## config.mk

```make
export PLATFORM = sky130hd
export DESIGN_NAME = ttc_int_ctrl14
export DESIGN_NICKNAME = d
export VERILOG_FILES = /design/src/rtl/ttc_int_ctrl14_pkg.sv /design/src/rtl/ttc_int_ctrl14_src.sv /design/src/rtl/ttc_int_ctrl14.sv
export SDC_FILE = /design/constraint.sdc
export NUM_CORES = 1
export LEC_CHECK = 0
export ABC_AREA = 1
export CAP_MARGIN = 20
export CORE_ASPECT_RATIO = 1.1
export CORE_MARGIN = 1.5
export CORE_UTILIZATION = 32
export CTS_BUF_LIST = sky130_fd_sc_hd__clkbuf_8
export CTS_CLUSTER_SIZE = 14
export DETAILED_ROUTE_END_ITERATION = 16
export GPL_TIMING_DRIVEN = 0
export PLACE_DENSITY = 0.63
export SETUP_SLACK_MARGIN = 0.3
export SYNTH_ARGS = -nofsm -noshare
export SYNTH_HDL_FRONTEND = slang
export SYNTH_SLANG_ARGS = --single-unit
export TNS_END_PERCENT = 100
```

## constraint.sdc

```tcl
create_clock -name pclk14 -period 1.6 [get_ports pclk14]
set_input_delay 0.32 -clock pclk14 [delete_from_list [all_inputs] [get_ports pclk14]]
set_output_delay 0.32 -clock pclk14 [all_outputs]
set_load 0.03 [all_outputs]
```

## src/rtl/ttc_int_ctrl14_pkg.sv

```systemverilog
// Shared constants for the TTC interrupt controller: register offsets,
// irq FSM state encodings and default sizing.
package ttc_int_ctrl_pkg14;

    localparam int NUM_SRC_DEF   = 3;
    localparam int CNT_W_DEF     = 8;
    localparam int HOLDOFF_W_DEF = 16;

    localparam logic [7:0] ADDR_STATUS  = 8'h00;
    localparam logic [7:0] ADDR_ENABLE  = 8'h04;
    localparam logic [7:0] ADDR_MASKED  = 8'h08;
    localparam logic [7:0] ADDR_HOLDOFF = 8'h0C;
    localparam logic [7:0] ADDR_EVCNT   = 8'h10;

    localparam logic [1:0] ST_IDLE   = 2'd0;
    localparam logic [1:0] ST_ASSERT = 2'd1;
    localparam logic [1:0] ST_HOLD   = 2'd2;

endpackage

```

## src/rtl/ttc_int_ctrl14_src.sv

```systemverilog
// One interrupt source: rising-edge detect, sticky RW1C status bit and a
// saturating event counter.
module ttc_int_src14 #(
    parameter int CNT_W = 8
) (
    input  logic             pclk14,
    input  logic             n_p_reset14,
    input  logic             level,
    input  logic             w1c,
    input  logic             cnt_clr,
    output logic             status,
    output logic             status_nxt,
    output logic [CNT_W-1:0] cnt
);

    logic             prev;
    logic             rise;
    logic [CNT_W-1:0] cnt_nxt;

    assign rise       = level & ~prev;
    // A rise on the same edge as a clear wins, so no event is lost.
    assign status_nxt = rise | (status & ~w1c);

    always_comb begin
        cnt_nxt = cnt;
        if (cnt_clr) begin
            cnt_nxt = rise ? CNT_W'(1) : '0;
        end else if (rise && (cnt != '1)) begin
            cnt_nxt = cnt + CNT_W'(1);
        end
    end

    always_ff @(posedge pclk14 or negedge n_p_reset14) begin
        if (!n_p_reset14) begin
            prev   <= 1'b0;
            status <= 1'b0;
            cnt    <= '0;
        end else begin
            prev   <= level;
            status <= status_nxt;
            cnt    <= cnt_nxt;
        end
    end

endmodule

```

## src/rtl/ttc_int_ctrl14.sv

```systemverilog
// TTC interrupt controller: APB register file, irq hold-off FSM and
// lowest-number-first source encoder.
//
// state     | meaning
// ST_IDLE   | no enabled source pending, irq low
// ST_ASSERT | enabled source pending, irq high
// ST_HOLD   | hold-off after clear, irq forced low until hcnt expires
module ttc_int_ctrl14
    import ttc_int_ctrl_pkg14::*;
#(
    parameter int NUM_SRC   = NUM_SRC_DEF,
    parameter int HOLDOFF_W = HOLDOFF_W_DEF,
    parameter int CNT_W     = CNT_W_DEF
) (
    input  logic               pclk14,
    input  logic               n_p_reset14,
    input  logic               psel14,
    input  logic               penable14,
    input  logic               pwrite14,
    input  logic [7:0]         paddr14,
    input  logic [31:0]        pwdata14,
    input  logic [NUM_SRC:1]   ttc_int14,
    output logic [31:0]        prdata14,
    output logic               irq14,
    output logic [1:0]         irq_id14
);

    logic                     wr_en;
    logic                     rd_setup;
    logic                     rd_access;
    logic [7:0]               addr_w;
    logic                     wr_status;
    logic                     wr_enable;
    logic                     wr_holdoff;
    logic                     wr_evcnt;
    logic [NUM_SRC-1:0]       w1c;
    logic [NUM_SRC-1:0]       status_q;
    logic [NUM_SRC-1:0]       status_nxt;
    logic [NUM_SRC-1:0]       enable_q;
    logic [NUM_SRC-1:0]       enable_nxt;
    logic [NUM_SRC-1:0]       masked_nxt;
    logic                     masked_any;
    logic [HOLDOFF_W-1:0]     holdoff_q;
    logic [HOLDOFF_W-1:0]     hcnt_q;
    logic [HOLDOFF_W-1:0]     hcnt_nxt;
    logic [1:0]               state_q;
    logic [1:0]               state_nxt;
    logic [1:0]               id_nxt;
    logic [NUM_SRC*CNT_W-1:0] evcnt_flat;
    logic [31:0]              rd_val;
    logic                     unused_bits;

    assign unused_bits = &{1'b0, paddr14[1:0], pwdata14[31:HOLDOFF_W]};

    assign wr_en     = psel14 & penable14 & pwrite14;
    assign rd_setup  = psel14 & ~penable14 & ~pwrite14;
    assign rd_access = psel14 & penable14 & ~pwrite14;
    assign addr_w    = {paddr14[7:2], 2'b00};

    assign wr_status  = wr_en && (addr_w == ADDR_STATUS);
    assign wr_enable  = wr_en && (addr_w == ADDR_ENABLE);
    assign wr_holdoff = wr_en && (addr_w == ADDR_HOLDOFF);
    assign wr_evcnt   = wr_en && (addr_w == ADDR_EVCNT);

    assign w1c = wr_status ? pwdata14[NUM_SRC-1:0] : '0;

    for (genvar g = 0; g < NUM_SRC; g++) begin : g_src
        ttc_int_src14 #(.CNT_W(CNT_W)) u_src (
            .pclk14      (pclk14),
            .n_p_reset14 (n_p_reset14),
            .level       (ttc_int14[g+1]),
            .w1c         (w1c[g]),
            .cnt_clr     (wr_evcnt),
            .status      (status_q[g]),
            .status_nxt  (status_nxt[g]),
            .cnt         (evcnt_flat[g*CNT_W +: CNT_W])
        );
    end

    assign enable_nxt = wr_enable ? pwdata14[NUM_SRC-1:0] : enable_q;
    // Decisions use post-edge status/enable so a write or rise acts immediately.
    assign masked_nxt = status_nxt & enable_nxt;
    assign masked_any = |masked_nxt;

    always_comb begin
        id_nxt = '0;
        for (int i = NUM_SRC; i >= 1; i--) begin
            if (masked_nxt[i-1]) id_nxt = 2'(i);
        end
    end

    always_comb begin
        rd_val = '0;
        case (addr_w)
            ADDR_STATUS:  rd_val[NUM_SRC-1:0]       = status_q;
            ADDR_ENABLE:  rd_val[NUM_SRC-1:0]       = enable_q;
            ADDR_MASKED:  rd_val[NUM_SRC-1:0]       = status_q & enable_q;
            ADDR_HOLDOFF: rd_val[HOLDOFF_W-1:0]     = holdoff_q;
            ADDR_EVCNT:   rd_val[NUM_SRC*CNT_W-1:0] = evcnt_flat;
            default:      rd_val                    = '0;
        endcase
    end

    always_comb begin
        state_nxt = state_q;
        hcnt_nxt  = hcnt_q;
        case (state_q)
            ST_IDLE: begin
                if (masked_any) state_nxt = ST_ASSERT;
            end
            ST_ASSERT: begin
                if (!masked_any) begin
                    if (holdoff_q == '0) begin
                        state_nxt = ST_IDLE;
                    end else begin
                        hcnt_nxt  = holdoff_q;
                        state_nxt = ST_HOLD;
                    end
                end
            end
            ST_HOLD: begin
                hcnt_nxt = hcnt_q - HOLDOFF_W'(1);
                if (hcnt_q == HOLDOFF_W'(1)) state_nxt = ST_IDLE;
            end
            default: state_nxt = ST_IDLE;
        endcase
    end

    always_ff @(posedge pclk14 or negedge n_p_reset14) begin
        if (!n_p_reset14) begin
            enable_q  <= '0;
            holdoff_q <= '0;
            hcnt_q    <= '0;
            state_q   <= ST_IDLE;
            irq14     <= 1'b0;
            irq_id14  <= '0;
            prdata14  <= '0;
        end else begin
            enable_q <= enable_nxt;
            if (wr_holdoff) holdoff_q <= pwdata14[HOLDOFF_W-1:0];
            hcnt_q   <= hcnt_nxt;
            state_q  <= state_nxt;
            irq14    <= (state_q == ST_ASSERT);
            irq_id14 <= id_nxt;
            if (rd_setup) begin
                prdata14 <= rd_val;
            end else if (!rd_access) begin
                prdata14 <= '0;
            end
        end
    end

endmodule

```

# Word-level counts from Yosys, hierarchy flattened
# Cells that the tools add are included.
# Widths: inputs -> output; s select.
# word_totals
elab_cells	103
output_inout_bits	35
reg_bits	102
# op_classes
bitwise	24
add_sub_neg	4
muxes	27
eq_ne	15
reduce_logical	17
# ops
operator	n
$mux 32	2
$mux 8	7
$mux 16	2
$pmux 16 s2	1
$pmux 13 s2	1
$add 8x1->8 const B	3
$ne 8x8->1 const B	3
$eq 16x1->1 const B	1
$logic_not 16->1	1
$sub 16x1->16 const B	1
$pmux 3 s5	1
$mux 2	7
$eq 6x2->1 const B	2
$and 1x1->1	11
$ne 2x2->1 const B	5
$logic_not 8->1	1
$not 1->1	8
$reduce_bool 2->1	4
$logic_and 1x1->1	7
$and 3x3->3	2
$eq 6x1->1 const B	1
$eq 6x3->1 const B	1
$mux 3	2
$pmux 2 s3	1
7 further kinds	12

# Depth between registers and ports, before layout
# depth
word_depth	11
mapped_depth	12

# Cells and area by module
# A second synthesis with hierarchy kept.
# hier_totals
hier_cells	693
hier_area_um2	5426.5
# modules_own_cells
mod	seq_area_each_um2	area_per_inst_um2	cells_per_inst	n_inst
ttc_int_ctrl14	1601.5	3564.7	441	1
ttc_int_src14	250.2	620.6	84	3

# Worst setup path after synthesis
# Ideal clock, no wire load.
# synth_timing
path_type	reg-to-reg
start	register hcnt_q[0]
end	register hcnt_q[8]
setup_slack_ps	65
synth_period_minus_slack_ps	1535
n_path_buf	0
arrival_time_ps	1470
path_stages_with_launch	11
path_cell_list	dfrtp_1 -> inv_1 -> ha_1 -> nand2_1 -> nor2_1 -> inv_1 -> nor2_1 -> a21oi_1 -> o21ai_0 -> nand3_2 -> nand2_1
# synth_between
elab_chain_len	2
# synth_rtl
item	line_no	rtl
start, declared	ttc_int_ctrl14.sv:44	logic [HOLDOFF_W-1:0] hcnt_q;
start signal, assigned	ttc_int_ctrl14.sv:141	hcnt_q <= hcnt_nxt;
$sub 16x1->16	ttc_int_ctrl14.sv:122	hcnt_nxt = hcnt_q - HOLDOFF_W'(1);
$pmux 16 s2	ttc_int_ctrl14.sv:107	case (state_q)
# No other way between the ends.
# A chain may end at the register's enable or synchronous reset.

# Worst setup path in the final report
# layout_timing
start	register g_src[1].u_src.cnt[0]
end	register g_src[1].u_src.cnt[7]
# layout_between
elab_chain_len	3
word_cells_on_any_way	6
cone_classes	add/sub (1); eq/ne (1); mux (2); reduce/logical (2)
# layout_rtl
item	line_no	rtl
start, declared	ttc_int_ctrl14_src.sv:13	output logic [CNT_W-1:0] cnt
start signal, assigned	ttc_int_ctrl14_src.sv:41	cnt <= cnt_nxt;
$add 8x1->8 or $ne 8x8->1 (tied branches)	ttc_int_ctrl14_src.sv:29, ttc_int_ctrl14_src.sv:28	
$mux 8 or $logic_and 1x1->1 (tied branches)	ttc_int_ctrl14_src.sv:28	end else if (rise && (cnt != '1)) begin
$mux 8 or $reduce_bool 2->1 (tied branches)	--	
# Several ways; a longest one is shown, not always the timed one. The select of a mux whose other input is x is not followed.

==> summary.txt <==
Clock tree
  • Max Root-Sink Buffers: 2
  • Clk pin slew, worst setup/hold paths: around 100 ps
  • Total CTS buffers: 9
  • Worst skew pair latency: between 300 and 400 ps
  • CTS tree: yes
  • CTS H-tree lvls: 3
  • Clock sinks: 94
  • Cell chosen for the clock root: clkbuf_8

Floorplanning
  • Starting Density: 0.325
  • I/O pin cnt: slightly above 80
  • Die footprint: ~17,000 um^2
  • Core ar.: 15,600 um^2
  • Die width: around 120 um
  • Die Ht: approximately 140 um
  • Rows: 48

Timing
  • Final worst slack: 64.3 ps
  • Tmin final: 1540 ps
  • RSZ-0062 raised after global routing: true
  • Worst Skew: approximately 14 ps
  • Max Freq: between 600 and 700 MHz
  • Final hold slack: just over 300 ps
  • Final TNS setup: 0 ps
  • Tcrit/Tclk final: 0.960
  • Max Slew Vio Count: 0
  • Setup violators final: 0
  • Final hold vios: 0

Worst setup path
  • CP top delay family: simple AND/OR/NAND/NOR gates
  • Crit-path max cell delay: ~390 ps
  • Worst path most repeated cell: nand2_1
  • Number of stages on the worst setup path: 12
  • CP endpoint kind: flop
  • CP max FO: 3
  • Slowest library cell on the worst path: dfrtp_1
  • Worst-path cell chain: ha_2, nand2_2, nor3_2, nand2_1, nand2_2, inv_2, nand2_4, nor3_4, nand2_1, nand2_1, nand2_1, nor2_1
  • Buf+Inv Stages, Crit Path: 1
  • Critical path data arrival time: around 1900 ps
  • CP Class: reg2reg
  • CP startpoint kind: flop
  • Worst Path Required: ~1900 ps
  • Cells on worst reg2reg path: 12

Detailed routing
  • # DRC: 0
  • Vias: between 4,000 and 5,000
  • Wirelength per Cell: 14.9 um
  • Drt pass-1 iters: 4
  • Drt total wl: roughly 15,000 um
  • Vias per cell: slightly below 5
  • Drt initial violations: around 280
  • Post-DRT Antenna Nets: 0

Placed design
  • Hpwl dp: 9460 um
  • Placed Area: 6020 um^2
  • Pre-CTS setup slack: -740 ps
  • PortBufs: 56
  • Global placer's final weighted congestion: a little under 0.9

Cells and area
  • Finished Cell Area: about 7300 um^2
  • Share of cells above drive strength 1: 0.407
  • Antenna Cells: 0
  • Area Growth Syn to Fin: 44.0%
  • Register area: approximately 2400 um^2
  • Multi-input logic area: roughly 2700 um^2
  • Fill cell count: roughly 1,500
  • Nets: 835

Synth
  • Ys flop type: dfrtp_1
  • Ys Warns: 0
  • Yosys top cell by area: dfrtp_1
  • Netlist Area Pre-Place: ~5100 um^2
  • Commonest cells post-synth: nand2_1, dfrtp_1, inv_1
  • Top cell type's share of synthesized area: 0.464
  • Fraction of registers with async set/reset: 1.00
  • Count leader, synth: nand2_1
  • Register bit total from synthesis: 94
  • Avg Cell Area, Syn: 8.17 um^2
  • Mapped Cells: 621
  • EDFF count, synth: 0
  • Register area share after synthesis: 0.464
  • Synth cell types: between 40 and 50
  • Synth top area cells: dfrtp_1, nand2_1, inv_1

Hold path
  • Worst hold path stage count: 3
  • Tightest Hold Check Type: in2reg

Run
  • MaxCap Viol Count: 0

Global routing
  • GRT met1 Usage: 0.253
  • Vias in the first global route: approximately 4,600
  • First-pass GRT wire length: between 20,000 and 25,000 um
  • Initial antenna violation count: 0
  • Met2 global-route usage: 0.298
  • All-Layer GR Usage: 0.183
  • GRT met3 Usage: 0.0207
  • Most used routing layer: met2
  • Largest net degree at the start of global routing: 63
  • Gr ovfl total: 0

Status
  • Status: finished clean

Power and ir drop
  • LEAKAGE: 3.56 nW
  • Worst vdd ir: between 0.4 and 0.5 mV
  • Pwr Total: ~6.3 mW
  • Power Density: roughly 860 nW/um^2
==> cells in the final DEF, fill, tap and decap left out, types with 6 or more instances in the layout <==
cell type / instances
o22ai_1: 14
conb_1: 8
inv_2: 28
a21oi_2: 7
o32ai_1: 7
nand2_2: 17
nand3_1: 27
buf_4: 91
buf_6: 17
inv_1: 68
dfrtp_1: 91
nand2_4: 12
o21ai_1: 15
o21ai_0: 29
nor2_4: 15
nand2_1: 93
nor2_1: 39
a21oi_1: 26
clkbuf_2: 13
clkbuf_8: 13
clkdlybuf4s50_1: 18
nor3_4: 6
nand3_2: 27
o21ai_2: 6
buf_2: 16
==> metrics by stage <==
stage,cells,utilization
after global placement,884,0.384
final,987,0.468
after CTS,965,0.444
after detailed placement,885,0.385
after floorplan,628,-
after global routing,987,0.468
==> per-layer routing <==
metal | vias to the layer above | routed length [um]
li1 | 2350 | -
met1 | 2317 | 6790
met2 | 115 | 7040
met3 | 17 | 637
met4 | 0 | 257
met5 | - | 0
==> cell type report <==
type | instances | share of cell area
multi-input cells | 409 | 0.372
flip-flops and latches | 94 | 0.323
repair buffers | 143 | 0.163
inverters | 99 | 0.0526
well taps | 200 | 0.0343
plain buffers | 26 | 0.0307
clock buffers | 11 | 0.0207
clock inverters | 5 | 0.00480
==> flip-flops by register name, indices dropped and copies added (netlist names) <==
| name | flops |
|---|---|
| g_src.u_src.cnt | 24 |
| prdata14 | 24 |
| hcnt_q | 16 |
| irq_id14 | 2 |
| g_src.u_src.status | 3 |
| enable_q | 3 |
| g_src.u_src.prev | 3 |
| irq14 | 1 |
| state_q | 2 |
| holdoff_q | 16 |
==> tightest hold or removal path, stage by stage <==
cell and delay (ps):
dlymetal6s2s_1 180, nor2_1 120, a21oi_1 40
==> power by group <==
part           switching (mW)  internal (mW)  total, mW
clock                   0.906          0.651       1.56
sequential              0.254           2.67       2.93
combinational            1.01          0.787       1.80
total                    2.17           4.11       6.28
==> logic make-up (layout without fill, tap and decap cells) <==
group	Yosys count	in the layout	synth area share
XOR/XNOR	6	6	0.0104
AND/OR/NAND/NOR	269	269	0.267
adder cells (fa/ha/maj)	5	5	0.0123
flip-flops	94	94	0.464
other	1	8	0.000739
buffers and inverters	125	284	0.106
AO/OA/AOI/OAI	121	121	0.140
==> path summary, 6_finish.rpt <==
check | startpoint | to | slack [ps]
max in group asynchronous | n_p_reset14 | g_src[2].u_src.cnt[6] | 490
setup reg to reg | g_src[1].u_src.cnt[0] | g_src[1].u_src.cnt[7] | 60
min in group asynchronous | n_p_reset14 | g_src[2].u_src.status | 420
hold / removal | pwdata14[0] | holdoff_q[0] | 310
setup / recovery | g_src[1].u_src.cnt[0] | g_src[1].u_src.cnt[7] | 60
hold reg to reg | state_q[1] | irq14 | 540
==> timing repair <==
action,CTS,global route
endpoints found under the setup margin,111,90
hold buffers,1,0
setup buffers,61,22
gates resized for setup,274,96
pin swaps,51,39
endpoints found under the hold margin,32,0
cloned,2,0
Power figures use the tool's default switching activity.
